$ cat src/rtl/step_pkg.sv
// Shared definitions for the microstep sequencer: duty word field layout,
// quarter-wave table length, phase width and sequencer state encoding.
package step_pkg;

    localparam int PHASE_W    = 7;
    localparam int LUT_LEN    = 33;

    localparam int SIN_POS    = 15;
    localparam int SIN_MAG_HI = 14;
    localparam int SIN_MAG_LO = 8;
    localparam int COS_POS    = 7;
    localparam int COS_MAG_HI = 6;
    localparam int COS_MAG_LO = 0;

    // Word for phase 0: sin = +0, cos = +127.
    localparam logic [15:0] PHASE0_WORD = 16'h80FF;

    // A quarter turn of the 128-step electrical cycle; cos leads sin by this.
    localparam logic [PHASE_W-1:0] QUARTER_TURN = 7'd32;

    typedef enum logic {
        SEQ_INIT = 1'b0,
        SEQ_RUN  = 1'b1
    } seq_state_e;

endpackage

$ cat src/rtl/step_sine_lut.sv
// Converts a 7-bit microstep phase into the packed sin/cos duty word.
// Only a quarter wave is stored; the other quadrants mirror the index
// and carry the sign in the pos bits.
module step_sine_lut
    import step_pkg::*;
(
    input  logic [PHASE_W-1:0] phase_i,
    output logic [15:0]        word_o
);

    localparam int IDX_W = $clog2(LUT_LEN);

    // round(127 * sin(k * pi / 64)) for k = 0..32
    function automatic logic [6:0] romMag(input logic [IDX_W-1:0] k);
        case (k)
            6'd0:  romMag = 7'd0;
            6'd1:  romMag = 7'd6;
            6'd2:  romMag = 7'd12;
            6'd3:  romMag = 7'd19;
            6'd4:  romMag = 7'd25;
            6'd5:  romMag = 7'd31;
            6'd6:  romMag = 7'd37;
            6'd7:  romMag = 7'd43;
            6'd8:  romMag = 7'd49;
            6'd9:  romMag = 7'd54;
            6'd10: romMag = 7'd60;
            6'd11: romMag = 7'd65;
            6'd12: romMag = 7'd71;
            6'd13: romMag = 7'd76;
            6'd14: romMag = 7'd81;
            6'd15: romMag = 7'd85;
            6'd16: romMag = 7'd90;
            6'd17: romMag = 7'd94;
            6'd18: romMag = 7'd98;
            6'd19: romMag = 7'd102;
            6'd20: romMag = 7'd106;
            6'd21: romMag = 7'd109;
            6'd22: romMag = 7'd112;
            6'd23: romMag = 7'd115;
            6'd24: romMag = 7'd117;
            6'd25: romMag = 7'd120;
            6'd26: romMag = 7'd122;
            6'd27: romMag = 7'd123;
            6'd28: romMag = 7'd125;
            6'd29: romMag = 7'd126;
            6'd30: romMag = 7'd126;
            6'd31: romMag = 7'd127;
            6'd32: romMag = 7'd127;
            default: romMag = 7'd0;
        endcase
    endfunction

    // Odd quadrants read the table backwards; the first half-cycle is positive.
    function automatic logic [7:0] halfWord(input logic [PHASE_W-1:0] p);
        logic [1:0]       quad;
        logic [IDX_W-1:0] fwd;
        logic [IDX_W-1:0] k;
        quad = p[6:5];
        fwd  = {1'b0, p[4:0]};
        k    = quad[0] ? (6'd32 - fwd) : fwd;
        halfWord = {(quad < 2'd2), romMag(k)};
    endfunction

    logic [PHASE_W-1:0] cosPhase;
    assign cosPhase = phase_i + QUARTER_TURN;

    // Pack the sin and cos halves into their word fields.
    always_comb begin
        word_o = '0;
        {word_o[SIN_POS], word_o[SIN_MAG_HI:SIN_MAG_LO]} = halfWord(phase_i);
        {word_o[COS_POS], word_o[COS_MAG_HI:COS_MAG_LO]} = halfWord(cosPhase);
    end

endmodule

$ cat src/rtl/step_microstep_sequencer.sv
// Time-multiplexed microstep engine feeding the stepper PWM block. A scan
// pointer visits one channel per clock; each visit either counts down the
// step timer or advances the channel phase and emits one register write.
module step_microstep_sequencer
    import step_pkg::*;
#(
    parameter int          CHANNELS   = 32,
    parameter logic [15:0] BASE_INDEX = 16'h0000,
    localparam int         CW         = (CHANNELS > 1) ? $clog2(CHANNELS) : 1
)(
    input  logic                clk,
    input  logic                rst,
    input  logic                cmd_valid,
    output logic                cmd_ready,
    input  logic [CW-1:0]       cmd_chan,
    input  logic                cmd_dir,
    input  logic [15:0]         cmd_steps,
    input  logic [15:0]         cmd_period,
    input  logic                stop_all,
    output logic [CHANNELS-1:0] busy,
    output logic                we,
    output logic [15:0]         regIndex,
    output logic [15:0]         regData
);

    seq_state_e         state_q;
    logic [CW-1:0]      scan_q;
    logic [CW-1:0]      scan_d;
    logic               we_q;
    logic [15:0]        regIndex_q;
    logic [15:0]        regData_q;

    logic [PHASE_W-1:0] phase_q  [CHANNELS];
    logic [15:0]        steps_q  [CHANNELS];
    logic [15:0]        timer_q  [CHANNELS];
    logic [15:0]        period_q [CHANNELS];
    logic [CHANNELS-1:0] dir_q;

    logic               lastScan;
    logic               accept;
    logic               visitActive;
    logic               visitStep;
    logic [PHASE_W-1:0] stepPhase;
    logic [15:0]        stepWord;

    assign we       = we_q;
    assign regIndex = regIndex_q;
    assign regData  = regData_q;

    // A channel is busy exactly while it still has steps to execute.
    always_comb begin
        busy = '0;
        for (int c = 0; c < CHANNELS; c++) begin
            busy[c] = (steps_q[c] != 16'd0);
        end
    end

    assign cmd_ready = (state_q == SEQ_RUN) && !busy[cmd_chan];
    assign accept    = cmd_valid && cmd_ready && !stop_all;
    assign lastScan  = (scan_q == CW'(CHANNELS - 1));
    assign scan_d    = lastScan ? '0 : scan_q + CW'(1);

    // Decide what the current visit does; a same-cycle command to the visited channel wins.
    always_comb begin
        visitActive = (state_q == SEQ_RUN) && !stop_all
                      && !(accept && (cmd_chan == scan_q))
                      && (steps_q[scan_q] != 16'd0);
        visitStep   = visitActive && (timer_q[scan_q] == 16'd0);
        stepPhase   = dir_q[scan_q] ? (phase_q[scan_q] + 7'd1) : (phase_q[scan_q] - 7'd1);
    end

    step_sine_lut u_lut (
        .phase_i (stepPhase),
        .word_o  (stepWord)
    );

    // Sequencer FSM: initial phase-0 sweep, then the free-running scan, with registered write port.
    always_ff @(posedge clk) begin
        if (rst) begin
            state_q    <= SEQ_INIT;
            scan_q     <= '0;
            we_q       <= 1'b0;
            regIndex_q <= '0;
            regData_q  <= '0;
        end else begin
            we_q   <= 1'b0;
            scan_q <= scan_d;
            case (state_q)
                SEQ_INIT: begin
                    we_q       <= 1'b1;
                    regIndex_q <= BASE_INDEX + 16'(scan_q);
                    regData_q  <= PHASE0_WORD;
                    if (lastScan) begin
                        state_q <= SEQ_RUN;
                    end
                end
                SEQ_RUN: begin
                    if (visitStep) begin
                        we_q       <= 1'b1;
                        regIndex_q <= BASE_INDEX + 16'(scan_q);
                        regData_q  <= stepWord;
                    end
                end
                default: state_q <= SEQ_INIT;
            endcase
        end
    end

    // Per-channel move state: command loads, timer countdown, phase advance, global abort.
    always_ff @(posedge clk) begin
        if (rst) begin
            for (int c = 0; c < CHANNELS; c++) begin
                phase_q[c]  <= '0;
                steps_q[c]  <= '0;
                timer_q[c]  <= '0;
                period_q[c] <= '0;
            end
            dir_q <= '0;
        end else if (stop_all) begin
            for (int c = 0; c < CHANNELS; c++) begin
                steps_q[c] <= '0;
            end
        end else begin
            if (accept) begin
                steps_q[cmd_chan]  <= cmd_steps;
                timer_q[cmd_chan]  <= cmd_period;
                period_q[cmd_chan] <= cmd_period;
                dir_q[cmd_chan]    <= cmd_dir;
            end
            if (visitActive) begin
                if (timer_q[scan_q] != 16'd0) begin
                    timer_q[scan_q] <= timer_q[scan_q] - 16'd1;
                end else begin
                    phase_q[scan_q] <= stepPhase;
                    steps_q[scan_q] <= steps_q[scan_q] - 16'd1;
                    timer_q[scan_q] <= period_q[scan_q];
                end
            end
        end
    end

endmodule

$ cat config.mk
export PLATFORM = sky130hd
export DESIGN_NAME = step_microstep_sequencer
export DESIGN_NICKNAME = d
export VERILOG_FILES = /design/src/rtl/step_pkg.sv /design/src/rtl/step_sine_lut.sv /design/src/rtl/step_microstep_sequencer.sv
export SDC_FILE = /design/constraint.sdc
export NUM_CORES = 2
export LEC_CHECK = 0
export ABC_AREA = 1
export CAP_MARGIN = 20
export CORE_ASPECT_RATIO = 1.25
export CORE_MARGIN = 2
export CORE_UTILIZATION = 45
export CTS_CLUSTER_SIZE = 14
export DETAILED_ROUTE_END_ITERATION = 7
export PLACE_DENSITY_LB_ADDON = 0.08
export SYNTH_ARGS = -nofsm -noshare
export SYNTH_HDL_FRONTEND = slang
export SYNTH_SLANG_ARGS = --single-unit
$ cat constraint.sdc
create_clock -name clk -period 5.6 [get_ports clk]
set_clock_uncertainty 0.2 [all_clocks]
set_input_delay 0.56 -clock clk [delete_from_list [all_inputs] [get_ports clk]]
set_output_delay 0.56 -clock clk [all_outputs]
set_load 0.03 [all_outputs]
Word level (Yosys, flattened, before mapping)
Memory sizes are Yosys's and may differ from the RTL's. A register that Yosys moved wholly into a read port is not among the register bits.
Cells that the tools add are included.
Storage, ports and cells
  bits in latches: 0
  memory bits (writable): 1760
  flip-flop bits (word level): 71
  memory bits (read-only): 896
  output and inout port bits: 66
  memories kept: 6
  input port bits: 42
  logic and storage cells: 210
Cells by class
  shifts and indexed selects: 0
  multiply operators: 0
  $add $sub $neg: 8
  eq/ne operators: 3
  divide/modulo/power cells: 0
  reductions and logical operators: 55
  bitwise gates (word level): 35
  magnitude comparators: 5
  mux-type cells: 92
Memories
  period_q: depth 32, bits a word 16, read ports 1, clocked after Yosys merged registers in 1, write ports 32, line step_microstep_sequencer.sv:36  | logic [15:0] period_q [CHANNELS];
  steps_q: depth 32, bits a word 16, read ports 33, clocked after Yosys merged registers in 1, write ports 32, line step_microstep_sequencer.sv:34  | logic [15:0] steps_q [CHANNELS];
  timer_q: depth 32, bits a word 16, read ports 1, clocked after Yosys merged registers in 1, write ports 32, line step_microstep_sequencer.sv:35  | logic [15:0] timer_q [CHANNELS];
  (no name shown): depth 64, bits a word 7, read ports 1, clocked after Yosys merged registers in 0, write ports 0, line step_sine_lut.sv:15  | case (k)
  (no name shown): depth 64, bits a word 7, read ports 1, clocked after Yosys merged registers in 0, write ports 0, line step_sine_lut.sv:15
  phase_q: depth 32, bits a word 7, read ports 1, clocked after Yosys merged registers in 1, write ports 32, line step_microstep_sequencer.sv:33  | logic [PHASE_W-1:0] phase_q [CHANNELS];
Operator list (number)
  $mux W16: 40
  $reduce_bool A16 Y1: 34
  $reduce_or A16 Y1: 5
  $pmux W16 S2: 2
  $mux W5: 10
  $or A1 B1 Y1: 33
  $bwmux W32: 1
  $sub A16 B1 Y16 const B: 2
  $mux W1: 31
  $logic_not A16 Y1: 1
  $mux W7: 2
  $lt A5 B6 Y1 const B: 2
  $mux W6: 2
  $sub A6 B5 Y6 const A: 2
  $bmux W1 S5: 2
  $logic_and A1 B1 Y1: 9
  $add A7 B1 Y7 const B: 1
  $add A7 B6 Y7 const B: 1
  $reduce_or A7 Y1: 1
  $sub A7 B1 Y7 const B: 1
  $add A5 B1 Y5 const B: 1
  $demux W1 S5: 1
  $eq A5 B5 Y1: 1
  $eq A5 B5 Y1 const B: 1
  other kinds (8): 12

Depth between registers and ports, before layout
  word-level depth: 18
  mapped depth: 34
  depth with buffers taken out: 27

Hierarchy
Synthesis repeated with hierarchy kept, for this count alone.
Unflattened totals
  cell total of the unflattened synthesis: 11861
  area, all modules: 98176.7 um^2
Modules (own cells, without submodules)
  step_microstep_sequencer: cells an instance 11610, seq. area each 54051.8 um^2, times used 1, area an instance 97015.5 um^2
  step_sine_lut: cells an instance 251, seq. area each 0.0 um^2, times used 1, area an instance 1161.1 um^2

Worst setup path before layout
OpenSTA, ideal clock, no wires.
  kind: reg2reg
  start point: register scan_q[0]
  end point: register regData_q[4], in the netlist regData[4]
  setup slack: 394 ps
  arrival time: 4936 ps
  data required time: 5330 ps
  path buffers: 11
  period minus slack after synthesis: 5206 ps
  setup time: 70 ps
  cell stages (with the launch flop): 31
  cell sequence: dfxtp_1 -> inv_2 -> buf_2 -> buf_4 -> buf_6 -> buf_2 -> buf_2 -> buf_4 -> buf_2 -> clkbuf_1 -> buf_2 -> buf_2 -> o21ai_0 -> o22ai_1 -> a22o_1 -> nor4_1 -> inv_1 -> ha_1 -> a21oi_1 -> nor2_1 -> a211oi_1 -> nand3_1 -> nand2_2 -> buf_4 -> nand2_1 -> o21ai_2 -> inv_2 -> ha_1 -> a21oi_1 -> nand2_1 -> a21oi_1
On the way
  word-level cells in the longest chain between the ends: 9
  elaborated cells on any way between the ends: 16
  those cells by class: 2 x add/sub; 2 x eq/ne; 6 x mux; 5 x reduce/logical; 1 x memory
RTL lines
  start: declaration: line step_microstep_sequencer.sv:27  | logic [CW-1:0] scan_q;
  start signal: assignment: line step_microstep_sequencer.sv:87  | scan_q <= scan_d;
  $bmux W1 S5: line step_microstep_sequencer.sv:69  | stepPhase = dir_q[scan_q] ? (phase_q[scan_q] + 7'd1) : (phase_q[scan_q] - 7'd1);
  $mux W1 (implied by the code): line step_microstep_sequencer.sv:69
  $mux W7: line step_microstep_sequencer.sv:69
  $add A7 B6 Y7: line step_sine_lut.sv:65  | assign cosPhase = phase_i + QUARTER_TURN;
  $sub A6 B5 Y6: line step_sine_lut.sv:60  | k = quad[0] ? (6'd32 - fwd) : fwd;
  $mux W6: line step_sine_lut.sv:60
  $mem_v2 Z64 W7
  $mux W16: line step_microstep_sequencer.sv:98  | if (visitStep) begin
  $pmux W16 S2: line step_microstep_sequencer.sv:88  | case (state_q)
  end signal: assignment: line step_microstep_sequencer.sv:101  | regData_q <= stepWord;
  end: declaration: line step_microstep_sequencer.sv:31  | logic [15:0] regData_q;
Parallel ways exist; a longest one is shown, timed or not. The select of a mux whose other input is x is not followed.
A chain may end at the register's enable or synchronous reset.

==> results.py <==
metrics = {
    "timing": {
        "tightest_slew_ps": 1240,
        "post-route-period-util": 0.990,
        "slew_violations": 0,
        "timing.setup.tns_ps": 0,
        "fmax_mhz": 180,
        "hold_viol_final": 0,
        "period_minus_slack_ps": 5540,
        "slew_headroom": 0.173,
        "worst_slack_ps": 57.4,
        "rsz0062_at_grt": "no",
        "setup_viol": 0,
    },
    "pwr": {
        "vdd_drop_max_uv": 324,
        "clockPowerShare": 0.373,
        "switchingPower_w": 0.0109,
        "static-leakage-power_nw": 47.5,
        "seqPwrFrac": 0.443,
        "p_int_w": 0.0242,
        "p_sw_frac": 0.311,
        "p_total_w": 0.0351,
        "power_density_nw_per_um2": 320,
        "pwr-share-comb": 0.184,
    },
    "finish": {
        "post-route-util": 0.511,
        "drive_gt1_frac": 0.0822,
        "fin_nets": 11800,
        "final_common_cell": "nand2_1",
        "ff_latch_area_sq_um": 54100,
        "nFillCells": 20400,
        "fin_area_sq_um": 110000,
        "multi_input_area_sq_um": 36500,
        "area_growth_pct": 12.8,
        "most-common-layout-cells": "nand2_1, nor2_1, edfxtp_1, o21ai_0, inv_1",
    },
    "route": {
        "dr.pass1.iters": 7,
        "drt_iter0_drc": 12200,
        "dr_total_vias": 89500,
        "drt-vias-per-instance": 6.06,
        "postRouteWirelength_mm": 442,
        "route.detailed.drc": 0,
        "wl_per_cell_um": 29.9,
        "drt.antenna.violating_nets": 0,
    },
    "clocking": {
        "cts_buffers": 201,
        "htreeDepth": 4,
        "cts_root_buf": "clkbuf_16",
        "post_cts_buffers": 0,
        "clk_pin_slew_ps": 70,
        "cts_tree": "built",
        "clock_sinks": 1820,
        "cts_max_path_buffers": 4,
        "clk_latency_ps": 910,
    },
    "place": {
        "post_dp_cell_area_sq_um": 104000,
        "gp_congestion": 1.07,
        "dp_hpwl_mm": 296,
        "port_buffers": 96,
        "pre_cts_ws_ps": 160,
    },
    "global_routing": {
        "grt_pass1_vias": 84500,
        "grt_max_degree": 193,
        "grt_pass1_wl_mm": 618,
        "antenna_found_initial": 13,
        "grtUsageTotal": 0.395,
        "overflow": 0,
    },
    "hold_path": {
        "hold_path.class": "input port to flop",
    },
    "critical_path": {
        "endpoint_kind": "flop",
        "crit_required_ps": 5940,
        "worstPathMaxFanout": 104,
        "cp.arrival_ps": 5880,
        "path_class": "flop to flop",
        "crit_path_start_kind": "flop",
    },
    "synthesis": {
        "synthMuxAreaShare": 0,
        "synth_top_family_by_area": "simple AND/OR/NAND/NOR gates",
        "synthDistinctLibCells": 45,
        "netlist_instances": 11800,
        "synth_area_leaders": "edfxtp_1, nand2_1, nor2_1",
        "synthAdderAreaFrac": 0.00278,
        "netlist.area_leader.share": 0.543,
        "synth_warnings": 0,
        "synth_seq_area_share": 0.556,
        "synth-compound-area-share": 0.103,
        "syn_area_sq_um": 97300,
        "ys_ff_latch": 1820,
        "synthXorXnorAreaFrac": 0.00279,
        "syn-mean-instance-area_sq_um": 8.22,
        "yosysTopAreaCell": "edfxtp_1",
        "synthSimpleGateAreaFrac": 0.262,
    },
    "run_status": {
        "status": "finished clean",
    },
    "floorplan": {
        "dieWidth_um": 420,
        "die-area_sq_um": 220000,
        "chipHeight_um": 524,
        "coreArea_sq_um": 215000,
        "num_rows": 190,
        "initial_core_util": 0.453,
        "ios": 108,
    },
    "run": {
        "drv_cap": 0,
    },
}
## cells by family after synthesis
family                     count (synthesis)
DFF                                     1820
buffers and inverters                   1733
and+or+nand+nor                         6323
xor gates and xnor gates                  31
AOI/OAI and AO/OA                       1902
adders and majority gates                 21
other                                      1
## synth_stat cells (all sizes together)
cell,count
nand2,3326
nor2,2175
edfxtp,1760
o21ai,1429
inv,728
clkbuf,632
nand4,426
buf,366
nand3,357
o22ai,263
a21oi,157
dfxtp,60
nor3,29
a22o,23
xor2,22
ha,20
a221oi,19
xnor2,9
clkinv,7
a211oi,4
nand3b,4
nor4,4
o211ai,4
a2111oi,1
a21boi,1
a221o,1
conb,1
fa,1
nor3b,1
or2,1
## worst max-delay path, stage by stage (launching register included)
cell and delay [ps]:
dfxtp_4 530, buf_12 350, buf_4 360, o21ai_0 120, o21ai_0 570, nand2_1 140
nand2_1 130, nor2_1 60, nand2_1 120, nor2_1 70, nand2_1 110, nor2_1 80
nand2_1 280, nand4_4 300, nor2_2 470, nand2_1 360, inv_1 180, nand2_2 100
nand3_1 220, buf_4 300
## stage by stage
stage                     instances  hold WS (ps)
after detailed placement      14400           241
after CTS                     14800           176
after global placement        14400           234
after global routing          14800           261
final                         14800           249
after floorplan               11800           223
## layer usage
metal / GRT usage / share of wire / up-vias
li1: - / - / 39300
met1: 0.481 / 0.36 / 43000
met5: 0 / 0.000063 / -
met4: 0.327 / 0.098 / 4
met2: 0.618 / 0.45 / 5786
met3: 0.0614 / 0.096 / 1392
## layout make-up
cell class	count	share of cell area
flip-flops and latches	1820	0.493
diodes	9	0.000205
inverters	735	0.0253
clock inverters	115	0.00870
multi-input cells	8288	0.332
clock buffers	241	0.0476
repair buffers	683	0.0605
well taps	2880	0.0328
## sequential cells by signal, indices dropped and copies added (netlist names)
register / flops
timer_q: 512
phase_q: 224
steps_q: 512
dir_q: 32
period_q: 512
regIndex: 5
state_q: 1
we: 1
scan_q: 5
regData: 16
## final timing paths
kind,from,to,slack [ps],cells past startpoint
max,scan_q[0],steps_q[15][15],60,19
min,cmd_steps[8],steps_q[10][8],250,3
max reg2reg,scan_q[0],steps_q[15][15],60,19
min reg2reg,dir_q[8],dir_q[8],250,2
## power groups by stage
stage	clock (W)	sequential, W	combinational, W
2_1_floorplan	0	0.0158	0.00327
3_3_place_gp	0	0.0158	0.00628
3_5_place_dp	0	0.0158	0.00628
4_1_cts	0.0131	0.0155	0.00630
5_1_grt	0.0136	0.0156	0.00672
6_report	0.0131	0.0156	0.00647
## what timing repair did
action,in CTS,in global routing
hold buffers,1,0
setup endpoints to repair,0,14
endpoints found under the hold margin,7,0
resized for setup,0,1
No activity file was read; power rests on OpenSTA's default activity.
